`config.mk`:
```
export PLATFORM = sky130hd
export DESIGN_NAME = spi_responder
export DESIGN_NICKNAME = d
export VERILOG_FILES = /design/src/rtl/spi_pkg.sv /design/src/rtl/spi_responder_sync_edge.sv /design/src/rtl/spi_responder.sv
export SDC_FILE = /design/constraint.sdc
export NUM_CORES = 1
export LEC_CHECK = 0
export ABC_AREA = 1
export BUFFER_PORTS_ARGS = -buffer_cell sky130_fd_sc_hd__buf_2
export CAP_MARGIN = 20
export CORE_AREA = 2 2 73 75
export CTS_BUF_LIST = sky130_fd_sc_hd__clkbuf_2
export DETAILED_ROUTE_END_ITERATION = 16
export DIE_AREA = 0 0 75 77
export GPL_ROUTABILITY_DRIVEN = 0
export HOLD_SLACK_MARGIN = 0.05
export PLACE_DENSITY = 0.55
export SLEW_MARGIN = 10
export SYNTH_ARGS = -nofsm -noshare
export SYNTH_HDL_FRONTEND = slang
export SYNTH_SLANG_ARGS = --single-unit
```
`constraint.sdc`:
```
create_clock -name clk -period 1.95 [get_ports clk]
set_input_delay 0.39 -clock clk [delete_from_list [all_inputs] [get_ports clk]]
set_output_delay 0.39 -clock clk [all_outputs]
set_load 0.05 [all_outputs]
```
`src/rtl/spi_pkg.sv`:
```
// Shared SPI definitions: word width, underrun fill word and the link state encoding
// used by both the responder and the initiator.
package spi_pkg;
  localparam int SPI_W_DEFAULT = 8;
  localparam logic [SPI_W_DEFAULT-1:0] IDLE_FILL_DEFAULT = 8'hFF;

  typedef enum logic {
    IDLE  = 1'b0,
    SHIFT = 1'b1
  } spi_state_e;
endpackage

```
`src/rtl/spi_responder_sync_edge.sv`:
```
// Multi-flop synchronizer for one asynchronous SPI pin, with a history flop
// producing single-cycle rise/fall pulses in the clk domain.
module sync_edge #(
  parameter int STAGES = 2
) (
  input  logic clk,
  input  logic rst_n,
  input  logic d,
  output logic rise,
  output logic fall
);
  logic [STAGES-1:0] sync;
  logic              hist;

  // Flops reset to 0 so that a CS_N held low through reset never looks like a fresh fall.
  always_ff @(posedge clk or negedge rst_n) begin
    if (!rst_n) begin
      sync <= '0;
      hist <= 1'b0;
    end else begin
      sync <= {sync[STAGES-2:0], d};
      hist <= sync[STAGES-1];
    end
  end

  assign rise = sync[STAGES-1] & ~hist;
  assign fall = ~sync[STAGES-1] & hist;
endmodule

```
`src/rtl/spi_responder.sv`:
```
// SPI mode-0 responder: oversamples SCK/CS_N/MOSI in the clk domain, shifts MSB-first
// words in and out, and exposes byte-wide tx/rx interfaces to the core side.
module spi_responder
  import spi_pkg::*;
#(
  parameter int                DATA_W      = SPI_W_DEFAULT,
  parameter int                SYNC_STAGES = 2,
  parameter logic [DATA_W-1:0] IDLE_FILL   = DATA_W'(IDLE_FILL_DEFAULT)
) (
  input  logic              clk,
  input  logic              rst_n,
  input  logic              spi_sclk,
  input  logic              spi_cs_n,
  input  logic              spi_mosi,
  output logic              spi_miso,
  output logic              miso_oe,
  input  logic [DATA_W-1:0] tx_data,
  input  logic              tx_valid,
  output logic              tx_ready,
  output logic [DATA_W-1:0] rx_data,
  output logic              rx_valid,
  output logic              underrun,
  output logic              frame_err,
  output spi_state_e        fsm_state
);
  localparam int CNT_W = (DATA_W > 1) ? $clog2(DATA_W) : 1;
  localparam logic [CNT_W-1:0] LAST_BIT = CNT_W'(DATA_W - 1);

  logic sclk_rise, sclk_fall, cs_rise, cs_fall;
  logic [SYNC_STAGES-1:0] mosi_sr;
  logic                   mosi_sync;

  spi_state_e        state;
  logic [CNT_W-1:0]  bit_cnt;
  logic [DATA_W-1:0] rx_shift, tx_shift, rx_next, load_word;
  logic              tx_pending, skip_fall;

  sync_edge #(.STAGES(SYNC_STAGES)) u_sclk_sync (
    .clk(clk), .rst_n(rst_n), .d(spi_sclk), .rise(sclk_rise), .fall(sclk_fall)
  );

  sync_edge #(.STAGES(SYNC_STAGES)) u_cs_sync (
    .clk(clk), .rst_n(rst_n), .d(spi_cs_n), .rise(cs_rise), .fall(cs_fall)
  );

  always_ff @(posedge clk or negedge rst_n) begin
    if (!rst_n) mosi_sr <= '0;
    else        mosi_sr <= {mosi_sr[SYNC_STAGES-2:0], spi_mosi};
  end
  assign mosi_sync = mosi_sr[SYNC_STAGES-1];

  assign rx_next   = {rx_shift[DATA_W-2:0], mosi_sync};
  assign load_word = tx_valid ? tx_data : IDLE_FILL;

  // tx handshake: tx_data is sampled whenever a word load happens with tx_valid high, and
  // tx_ready pulses for one cycle right after; the producer may then present the next word.
  // With tx_valid low the load takes IDLE_FILL and underrun pulses instead. rx_valid has no
  // back-pressure: rx_data is replaced at every completed word.
  always_ff @(posedge clk or negedge rst_n) begin
    if (!rst_n) begin
      state      <= IDLE;
      bit_cnt    <= '0;
      rx_shift   <= '0;
      tx_shift   <= '0;
      rx_data    <= '0;
      rx_valid   <= 1'b0;
      tx_ready   <= 1'b0;
      underrun   <= 1'b0;
      frame_err  <= 1'b0;
      tx_pending <= 1'b0;
      skip_fall  <= 1'b0;
    end else begin
      rx_valid  <= 1'b0;
      tx_ready  <= 1'b0;
      underrun  <= 1'b0;
      frame_err <= 1'b0;
      case (state)
        IDLE: begin
          if (cs_fall) begin
            state     <= SHIFT;
            bit_cnt   <= '0;
            skip_fall <= 1'b0;
            // A word left over from a cleanly ended frame is sent as-is.
            if (!tx_pending) begin
              tx_shift   <= load_word;
              tx_ready   <= tx_valid;
              underrun   <= ~tx_valid;
              tx_pending <= 1'b1;
            end
          end
        end
        SHIFT: begin
          if (cs_rise) begin
            state   <= IDLE;
            bit_cnt <= '0;
            if (bit_cnt != '0) begin
              frame_err  <= 1'b1;
              tx_pending <= 1'b0;
            end
          end else begin
            if (sclk_rise) begin
              rx_shift <= rx_next;
              if (bit_cnt == LAST_BIT) begin
                bit_cnt    <= '0;
                rx_data    <= rx_next;
                rx_valid   <= 1'b1;
                tx_shift   <= load_word;
                tx_ready   <= tx_valid;
                underrun   <= ~tx_valid;
                tx_pending <= 1'b1;
                skip_fall  <= 1'b1;
              end else begin
                bit_cnt <= bit_cnt + CNT_W'(1);
              end
            end
            // The fall after a word-boundary load must keep the new MSB on the pin.
            if (sclk_fall) begin
              if (skip_fall) skip_fall <= 1'b0;
              else           tx_shift  <= {tx_shift[DATA_W-2:0], 1'b0};
            end
          end
        end
        default: state <= IDLE;
      endcase
    end
  end

  assign miso_oe   = (state == SHIFT);
  assign spi_miso  = (state == SHIFT) ? tx_shift[DATA_W-1] : 1'b1;
  assign fsm_state = state;
endmodule

```
# --- Yosys cells after proc, flatten, opt, wreduce, memory -nomap -nowiden ---
# Index checks and enable logic that the tools add are counted.
word_totals:
  elab_cells: 92
  inputBits: 14
  out_inout_bits: 15
  ff_bits: 41
op_classes:
  n_eq_ne: 7
  reduce_logical: 7
  n_bitwise: 11
  add_sub_neg: 1
  mux: 50
ops:
  columns: ["cell", "n"]
  rows:
  - ["$mux 8", 8]
  - ["$mux 1", 31]
  - ["$pmux 8 s2", 1]
  - ["$mux 3", 4]
  - ["$pmux 1 s2", 5]
  - ["$reduce_and 4->1", 2]
  - ["$not 1->1", 7]
  - ["$ne 2x2->1 const B", 3]
  - ["$ne 3x2->1 const B", 2]
  - ["$pmux 3 s2", 1]
  - ["$reduce_and 3->1", 2]
  - ["$and 1x1->1", 4]
  - ["$reduce_and 2->1", 2]
  - ["$add 3x1->3 const B", 1]
  - ["$eq 3x3->1 const B", 1]
  - ["$ne 3x3->1 const B", 1]
  - ["$reduce_bool 3->1", 1]

# --- Longest topological paths before layout ---
# Gate-level depths: netlist (run 1).
depth:
  word_depth: 7
  ltp_mapped: 8
  ltp_nobuf: 8

# --- Cells and area by module ---
# Synthesis (run 1) repeated with hierarchy kept, for this count alone.
unflattened:
  hier_cells: 212
  hier_area_um2: 1890.6
modules_own_cells:
  columns: ["mod", "seq_area_each_um2", "instances", "cells_each", "area_per_inst_um2"]
  rows:
  - ["spi_responder", 875.8, 1, 198, 1710.4]
  - ["sync_edge", 75.1, 2, 7, 90.1]

# --- Worst setup path after synthesis (run 1) ---
# OpenSTA, ideal clock, no wires.
synth_path:
  path_kind: "register -> output"
  from: "register state (netlist: fsm_state)"
  to: "output spi_miso"
  t_arrival_ns: 1.369
  n_path_buf: 1
  stages_incl_launch_ff: 4
  slack_ns: 0.191
  required_time_ns: 1.560
  cell_sequence: "dfrtp_1 -> buf_4 -> inv_1 -> or2_2"
synth_between:
  elab_chain_cells: 1
synth_lines:
  columns: ["item", "line", "text"]
  rows:
  - ["start: declaration", "spi_responder.sv:33", "spi_state_e state;"]
  - ["start signal: assignment", "spi_responder.sv:61", "state <= IDLE;"]
  - ["start signal: assignment", "spi_responder.sv:80", "state <= SHIFT;"]
  - ["start signal: assignment", "spi_responder.sv:94", "state <= IDLE;"]
  - ["$mux 1", "spi_responder.sv:129", "assign spi_miso = (state == SHIFT) ? tx_shift[DATA_W-1] : 1'b1;"]
  - ["end: declaration", "spi_responder.sv:15", "output logic spi_miso,"]
# Every way passes these cells.

# --- Final worst setup path (run 1) ---
# Ends and elaborated chain as after synthesis.

==> results_dict.tcl, run 1 <==
set metrics [dict create \
    criticalPathCategory "flip-flop to primary output" \
    grt_overflow_total 0 \
    arrival_ns 1.42 \
    htreeDepth 2 \
    run_status "finished clean" \
    rsz_0062_raised_after_global_routing "false" \
    vias 1482 \
    num_antenna_cells 0 \
    cp.depth 3 \
    drt_iter0_markers 110 \
    post-place-ws_ns 0.2414 \
    syn_nets 237 \
    final_period_minus_worst_setup_slack_ns 1.806 \
    crit_buf_inv 2 \
    synthAdderAreaFrac_pct 2.601 \
    clock_sinks 41 \
    synth-seq-area-share_pct 53.32 \
    grt_pass1_vias 1474 \
    grt_max_degree 18 \
    post_drt_via_cell_ratio 4.505 \
    slowest_delay_ns 0.43 \
    io_buffer_count 28 \
    nNetsFinal 276 \
    clk_path_buf_depth 2 \
    power.density_cell_area_mw_per_mm2 905.4 \
    cap_viol_max_count 0 \
    setup-tns-final_ns 0 \
    postSynthCellCount 219 \
    grt_usage_pct 15.31 \
    clk_transition_reported_paths_ns 0.22 \
    reg2regPathDepth 6 \
    synth-compound-area-share_pct 11.77 \
    final_layout_size_suffix_gt1_share_pct 23.94 \
    min_path_type "input port to flip-flop" \
    critPathMaxFanout 4 \
    p_leak_nw 1.177 \
    floorplan.die.width_um 75 \
    post_synth_mux_area_share_pct 0 \
    totalWireLength_mm 3.868 \
    timing.critical_path.to "spi_miso" \
    floorplan.initialDensity_pct 38.66 \
    setup_slack_reg_to_reg_ns 0.20 \
    die_h_um 77 \
    antenna_found_initial 0 \
    cts-buffers-inserted 5 \
    post-route-drc-count 0 \
    post-dp-hpwl_mm 2.836 \
    final_setup_slack_of_the_worst_path_ns 0.1441 \
    ys.warnings.count 0 \
    tightestPinTransition_ns 0.4073 \
    clock_skew_ns 0.02419 \
    slowest_stage "sky130_fd_sc_hd__dfrtp_2" \
    worst_path_dominant_cell_family "flip-flops" \
    first_pass_grt_wire_length_mm 6.713 \
    drt_pre_antenna_iters 4 \
    r2r_start "bit_cnt[0]$_DFFE_PN0P_" \
    final-max-slew-violation-count 0 \
    number_of_distinct_library_cells_after_synthesis 25 \
    core_area_mm2 0.004977 \
    route.antenna.remaining_nets 0 \
    main_combinational_cell_family_by_area_after_synthesis "simple AND/OR/NAND/NOR gates" \
    clkLatencyLatePin_ns 0.42 \
    critical_path.endpoint_type "primary output" \
    path_cells "clkinvlp_4, or2_2, buf_2" \
    ios 29 \
    cts_tree "yes" \
    max-slew-margin-rel_pct 72.85 \
    ir_drop_mv 0.3901 \
    maximum_clock_frequency_mhz 553.7 \
    synthXorXnorAreaFrac_pct 0 \
    final_hold_viols 0 \
    post_synth.cell_area_avg_um2 8.787 \
    critical_path.reg2reg.endpoint "rx_data[7]$_DFFE_PN0P_" \
    worstSetupStartpointType "flip-flop" \
    synthesis.area_mm2 0.001924 \
    cts-root-buf "sky130_fd_sc_hd__clkbuf_2" \
    synthToLayoutAreaGrowth_pct 18.47 \
    min_period_over_period_pct 92.61 \
    cp.required_ns 1.56 \
    die_area_mm2 0.005775 \
    post_synth_and_or_nand_nor_area_fraction_pct 23.67 \
    launch_point_of_the_worst_path "fsm_state$_DFF_PN0_" \
    wl_per_cell_um 11.76 \
    core.rowCount 26 \
    finalSetupViolations 0 \
    nFillCells 506 \
    synth_seq_cells 41 \
]
-- what timing repair did --
item,CTS,global route
hold buffers,4,0
gates resized for setup,1,1
endpoints found under the setup margin,1,1
setup buffers,1,2
hold endpoints to repair,18,0
-- Yosys cell counts (all sizes together) --
master   n  area, um2
nand2   49      198.9
dfrtp   41       1026
nor2    29      123.9
inv     27      101.4
o21ai   24      123.9
nand3   18      107.6
a21oi   13      80.07
buf      6      56.30
ha       4      50.05
nand4    3      18.77
a211oi   1      7.510
a22oi    1      7.510
clkinv   1      8.760
o211ai   1      7.510
or2      1      6.260
-- sequential cells by signal, indices dropped and copies added (netlist names), 2 cells and up --
signal            cells
mosi_sr               2
rx_shift              7
rx_data               8
u_cs_sync.sync        2
tx_shift              8
u_sclk_sync.sync      2
bit_cnt               3
-- cell type report --
type / instances / area (um2) / area share [%]
Clock buffer: 5 / 25.02 / 1.098
Clock inverter: 3 / 68.82 / 3.019
Inverter: 28 / 113.9 / 4.994
Multi-Input combinational cell: 144 / 732.0 / 32.11
Sequential cell: 41 / 1027 / 45.06
Tap cell: 70 / 87.58 / 3.842
Timing Repair Buffer: 38 / 225.2 / 9.879
-- worst min-delay path by stage --
stage | end | slack [ns] | depth (start not counted) | startpoint
2_1_floorplan | bit_cnt[0]$_DFFE_PN0P_ | 0.09 | 0 | rst_n
3_3_place_gp | u_sclk_sync.sync[1]$_DFF_PN0_ | 0.33 | 0 | u_sclk_sync.sync[0]$_DFF_PN0_
3_5_place_dp | mosi_sr[1]$_DFF_PN0_ | 0.34 | 0 | mosi_sr[0]$_DFF_PN0_
4_1_cts | underrun$_DFF_PN0_ | 0.15 | 2 | tx_valid
5_1_grt | underrun$_DFF_PN0_ | 0.17 | 2 | tx_valid
6_report | underrun$_DFF_PN0_ | 0.16 | 2 | tx_valid
-- where the power goes --
group,internal (mW),total (mW),switching (mW)
clock,0.350,0.658,0.308
sequential,0.955,1.02,0.0698
combinational,0.140,0.381,0.241
total,1.44,2.06,0.619
-- layer usage --
layer,routed length (um),GRT usage (%)
met1,1988,21.78
met4,70,6.071
met3,135,3.679
met2,1674,22.19
met5,0,0
-- cell families after synthesis --
family	Yosys count
DFF	41
buffers and inverters	34
and+or+nand+nor	100
adders and majority gates	4
AOI/OAI and AO/OA	40
-- through the flow --
step	utilization (%)	std cells	hold WS, ns	total power, mW	instance area, um2
2_1_floorplan	-	219	0.09441	1.309	1924
3_3_place_gp	42.56	314	0.3316	1.404	2118
3_5_place_dp	42.56	314	0.3379	1.408	2118
4_1_cts	45.42	327	0.1452	2.079	2261
5_1_grt	45.80	329	0.1664	2.189	2280
6_report	45.80	329	0.1633	2.064	2280
-- cell usage in the layout, fill, tap and decap left out, types with 2 or more instances in the layout --
| cell | Yosys | routed |
|---|---|---|
| sky130_fd_sc_hd__a21oi_1 | 9 | 9 |
| sky130_fd_sc_hd__a21oi_2 | 4 | 4 |
| sky130_fd_sc_hd__buf_2 | 0 | 28 |
| sky130_fd_sc_hd__buf_4 | 3 | 6 |
| sky130_fd_sc_hd__bufinv_16 | 0 | 2 |
| sky130_fd_sc_hd__clkbuf_2 | 0 | 5 |
| sky130_fd_sc_hd__dfrtp_1 | 41 | 40 |
| sky130_fd_sc_hd__dlygate4sd3_1 | 0 | 4 |
| sky130_fd_sc_hd__ha_1 | 4 | 4 |
| sky130_fd_sc_hd__inv_1 | 24 | 23 |
| sky130_fd_sc_hd__inv_2 | 3 | 3 |
| sky130_fd_sc_hd__nand2_1 | 45 | 45 |
| sky130_fd_sc_hd__nand2_2 | 3 | 3 |
| sky130_fd_sc_hd__nand3_1 | 16 | 16 |
| sky130_fd_sc_hd__nand4_1 | 3 | 3 |
| sky130_fd_sc_hd__nor2_1 | 27 | 27 |
| sky130_fd_sc_hd__nor2_4 | 2 | 2 |
| sky130_fd_sc_hd__o21ai_0 | 20 | 20 |
| sky130_fd_sc_hd__o21ai_1 | 3 | 3 |
No activity file was read; power rests on OpenSTA's default activity.
==> run 2, diff against run 1 <==
--- a/config.mk
+++ b/config.mk
@@ -8,13 +8,15 @@
 export ABC_AREA = 1
 export BUFFER_PORTS_ARGS = -buffer_cell sky130_fd_sc_hd__buf_2
 export CAP_MARGIN = 20
-export CORE_AREA = 2 2 73 75
+export CELL_PAD_IN_SITES_DETAIL_PLACEMENT = 2
+export CELL_PAD_IN_SITES_GLOBAL_PLACEMENT = 2
+export CORE_AREA = 2 2 78 80
 export CTS_BUF_LIST = sky130_fd_sc_hd__clkbuf_2
 export DETAILED_ROUTE_END_ITERATION = 16
-export DIE_AREA = 0 0 75 77
+export DIE_AREA = 0 0 80 82
 export GPL_ROUTABILITY_DRIVEN = 0
 export HOLD_SLACK_MARGIN = 0.05
-export PLACE_DENSITY = 0.55
+export PLACE_DENSITY = 0.75
 export SLEW_MARGIN = 10
 export SYNTH_ARGS = -nofsm -noshare
 export SYNTH_HDL_FRONTEND = slang
==> run 2 against run 1 <==
Critical path depth is the same. Setup slack gained 0.046 ns. Sequential share of layout area grew 0.68 points. Clock skew shrank 0.0096 ns. Maximum frequency grew 2.6%. Utilization shrank 6.7 points. Global-route usage grew 0.64 points. Clock power shrank 42%. Largest power group unchanged.
==> results_dict.tcl, run 2 (same netlist as run 1, synthesis figures left out) <==
set metrics [dict create \
    post-place-ws_ns 0.2091 \
    floorplan.initialDensity_pct 33.49 \
    max-slew-margin-rel_pct 77.96 \
    worstSetupStartpointType "flip-flop" \
    post-route-drc-count 0 \
    core.rowCount 28 \
    p_clk_share_pct 21.2 \
    slowest_delay_ns 0.44 \
    vias 1577 \
    final_layout_size_suffix_gt1_share_pct 23.94 \
    die_area_mm2 0.006560 \
    finalCoreUtilization_pct 39.09 \
    io_buffer_count 28 \
    final_period_minus_worst_setup_slack_ns 1.760 \
    path_cells "inv_1, or2_2, buf_2" \
    cts-buffers-inserted 5 \
    synthToLayoutAreaGrowth_pct 16.71 \
    grt_max_degree 42 \
    cts_tree "yes" \
    cap_viol_max_count 0 \
    min_path_type "input port to flip-flop" \
    switching_share_pct 34.70 \
    clkLatencyLatePin_ns 0.40 \
    min_period_over_period_pct 90.25 \
    arrival_ns 1.37 \
    cell_internal_pwr_mw 1.184 \
    first_pass_grt_wire_length_mm 8.038 \
    ios 29 \
    final_hold_viols 0 \
    run_status "finished clean" \
    post_drt_via_cell_ratio 4.722 \
    clock_skew_ns 0.01458 \
    cts-root-buf "sky130_fd_sc_hd__clkbuf_2" \
    final_setup_slack_of_the_worst_path_ns 0.1900 \
    finalSetupViolations 0 \
    grt_usage_pct 15.95 \
    top_regs "rx_data x8, tx_shift x8, rx_shift x7" \
    critPathMaxFanout 4 \
    drt_iter0_markers 33 \
    timing.hold.ws_ns 0.2069 \
    criticalPathCategory "flip-flop to primary output" \
    switchingPower_mw 0.6290 \
    comb_power_share_pct 22.1 \
    rsz_0062_raised_after_global_routing "false" \
    floorplan.die.width_um 80 \
    maximum_clock_frequency_mhz 568.2 \
    critical_path.endpoint_type "primary output" \
    clk_transition_reported_paths_ns 0.23 \
    core_area_mm2 0.005746 \
    setup-tns-final_ns 0 \
    power.density_cell_area_mw_per_mm2 807.0 \
    wl_per_cell_um 14.42 \
    seq_power_share_pct 56.7 \
    post-dp-hpwl_mm 3.582 \
    route.antenna.remaining_nets 0 \
    ir_drop_mv 0.2724 \
    p_leak_nw 1.158 \
    htreeDepth 2 \
    die_h_um 82 \
    nNetsFinal 276 \
    tightestPinTransition_ns 0.3299 \
    cp.required_ns 1.56 \
    num_antenna_cells 0 \
    final-max-slew-violation-count 0 \
    totalWireLength_mm 4.816 \
    grt_pass1_vias 1630 \
    slowest_stage "sky130_fd_sc_hd__dfrtp_2" \
    antenna_found_initial 0 \
    drt_pre_antenna_iters 4 \
    clk_path_buf_depth 2 \
    mostFrequentLayoutCells "sky130_fd_sc_hd__nand2_1 (45), sky130_fd_sc_hd__dfrtp_1 (40), sky130_fd_sc_hd__buf_2 (28), sky130_fd_sc_hd__nor2_1 (27), sky130_fd_sc_hd__inv_1 (24)" \
    total_power_mw 1.813 \
    clock_sinks 41 \
    grt_overflow_total 0 \
    layout.cells.most_common "sky130_fd_sc_hd__nand2_1" \
    nFillCells 684 \
]
==> run 2: critical path, delay by kind of cell, from the launching register on <==
kind | cells | cell delay, ns
DFF | 1 | 0.44
buffers and inverters | 2 | 0.26
and+or+nand+nor | 1 | 0.26
==> run 2: cell type report <==
class | instances | area (um2) | area share (%)
sequential | 41 | 1027 | 45.74
multi-input combinational | 144 | 734.5 | 32.70
timing repair buffer | 38 | 237.7 | 10.58
inverter | 28 | 110.1 | 4.903
tap | 75 | 93.84 | 4.178
clock buffer | 5 | 25.02 | 1.114
clock inverter | 3 | 17.52 | 0.7799
==> run 2: what timing repair did <==
action / in CTS / in global routing
setup endpoints to repair: 1 / 3
buffers inserted: 0 / 2
resized for setup: 1 / 1
hold buffers: 1 / 3
hold endpoints to repair: 41 / 3
==> run 2: worst paths after layout <==
path	endpoint	from	cells after the start	slack, ns
setup reg to reg	rx_data[1]$_DFFE_PN0P_	bit_cnt[0]$_DFFE_PN0P_	6	0.30
min in group asynchronous	u_cs_sync.hist$_DFF_PN0_	rst_n	3	0.44
max in group asynchronous	rx_shift[2]$_DFFE_PN0P_	rst_n	3	1.29
hold reg to reg	u_cs_sync.sync[1]$_DFF_PN0_	u_cs_sync.sync[0]$_DFF_PN0_	0	0.39
setup / recovery	spi_miso	fsm_state$_DFF_PN0_	3	0.19
hold / removal	underrun$_DFF_PN0_	tx_valid	2	0.21
==> run 2: through the flow <==
| step | instance area [um2] | std cells |
|---|---|---|
| final | 2246 | 334 |
| after global routing | 2246 | 334 |
| after CTS | 2198 | 329 |
| after global placement | 2145 | 320 |
| after detailed placement | 2145 | 320 |
| after floorplan | 1924 | 219 |
==> run 2: power by group through the flow <==
stage,clock (mW),sequential (mW),combinational [mW]
6_report,0.384,1.03,0.400
3_5_place_dp,0,1.05,0.392
5_1_grt,0.430,1.04,0.461
3_3_place_gp,0,1.04,0.378
2_1_floorplan,0,1.04,0.273
4_1_cts,0.403,1.04,0.393
==> run 2: metal layers <==
layer | global-route usage [%] | share of wire (%) | wire, um | vias up
li1 | - | - | - | 775
met1 | 20.57 | 47 | 2257 | 773
met2 | 27.58 | 49 | 2361 | 24
met3 | 3.407 | 3.2 | 153 | 5
met4 | 3.559 | 0.91 | 44 | 0
met5 | 0 | 0 | 0 | -
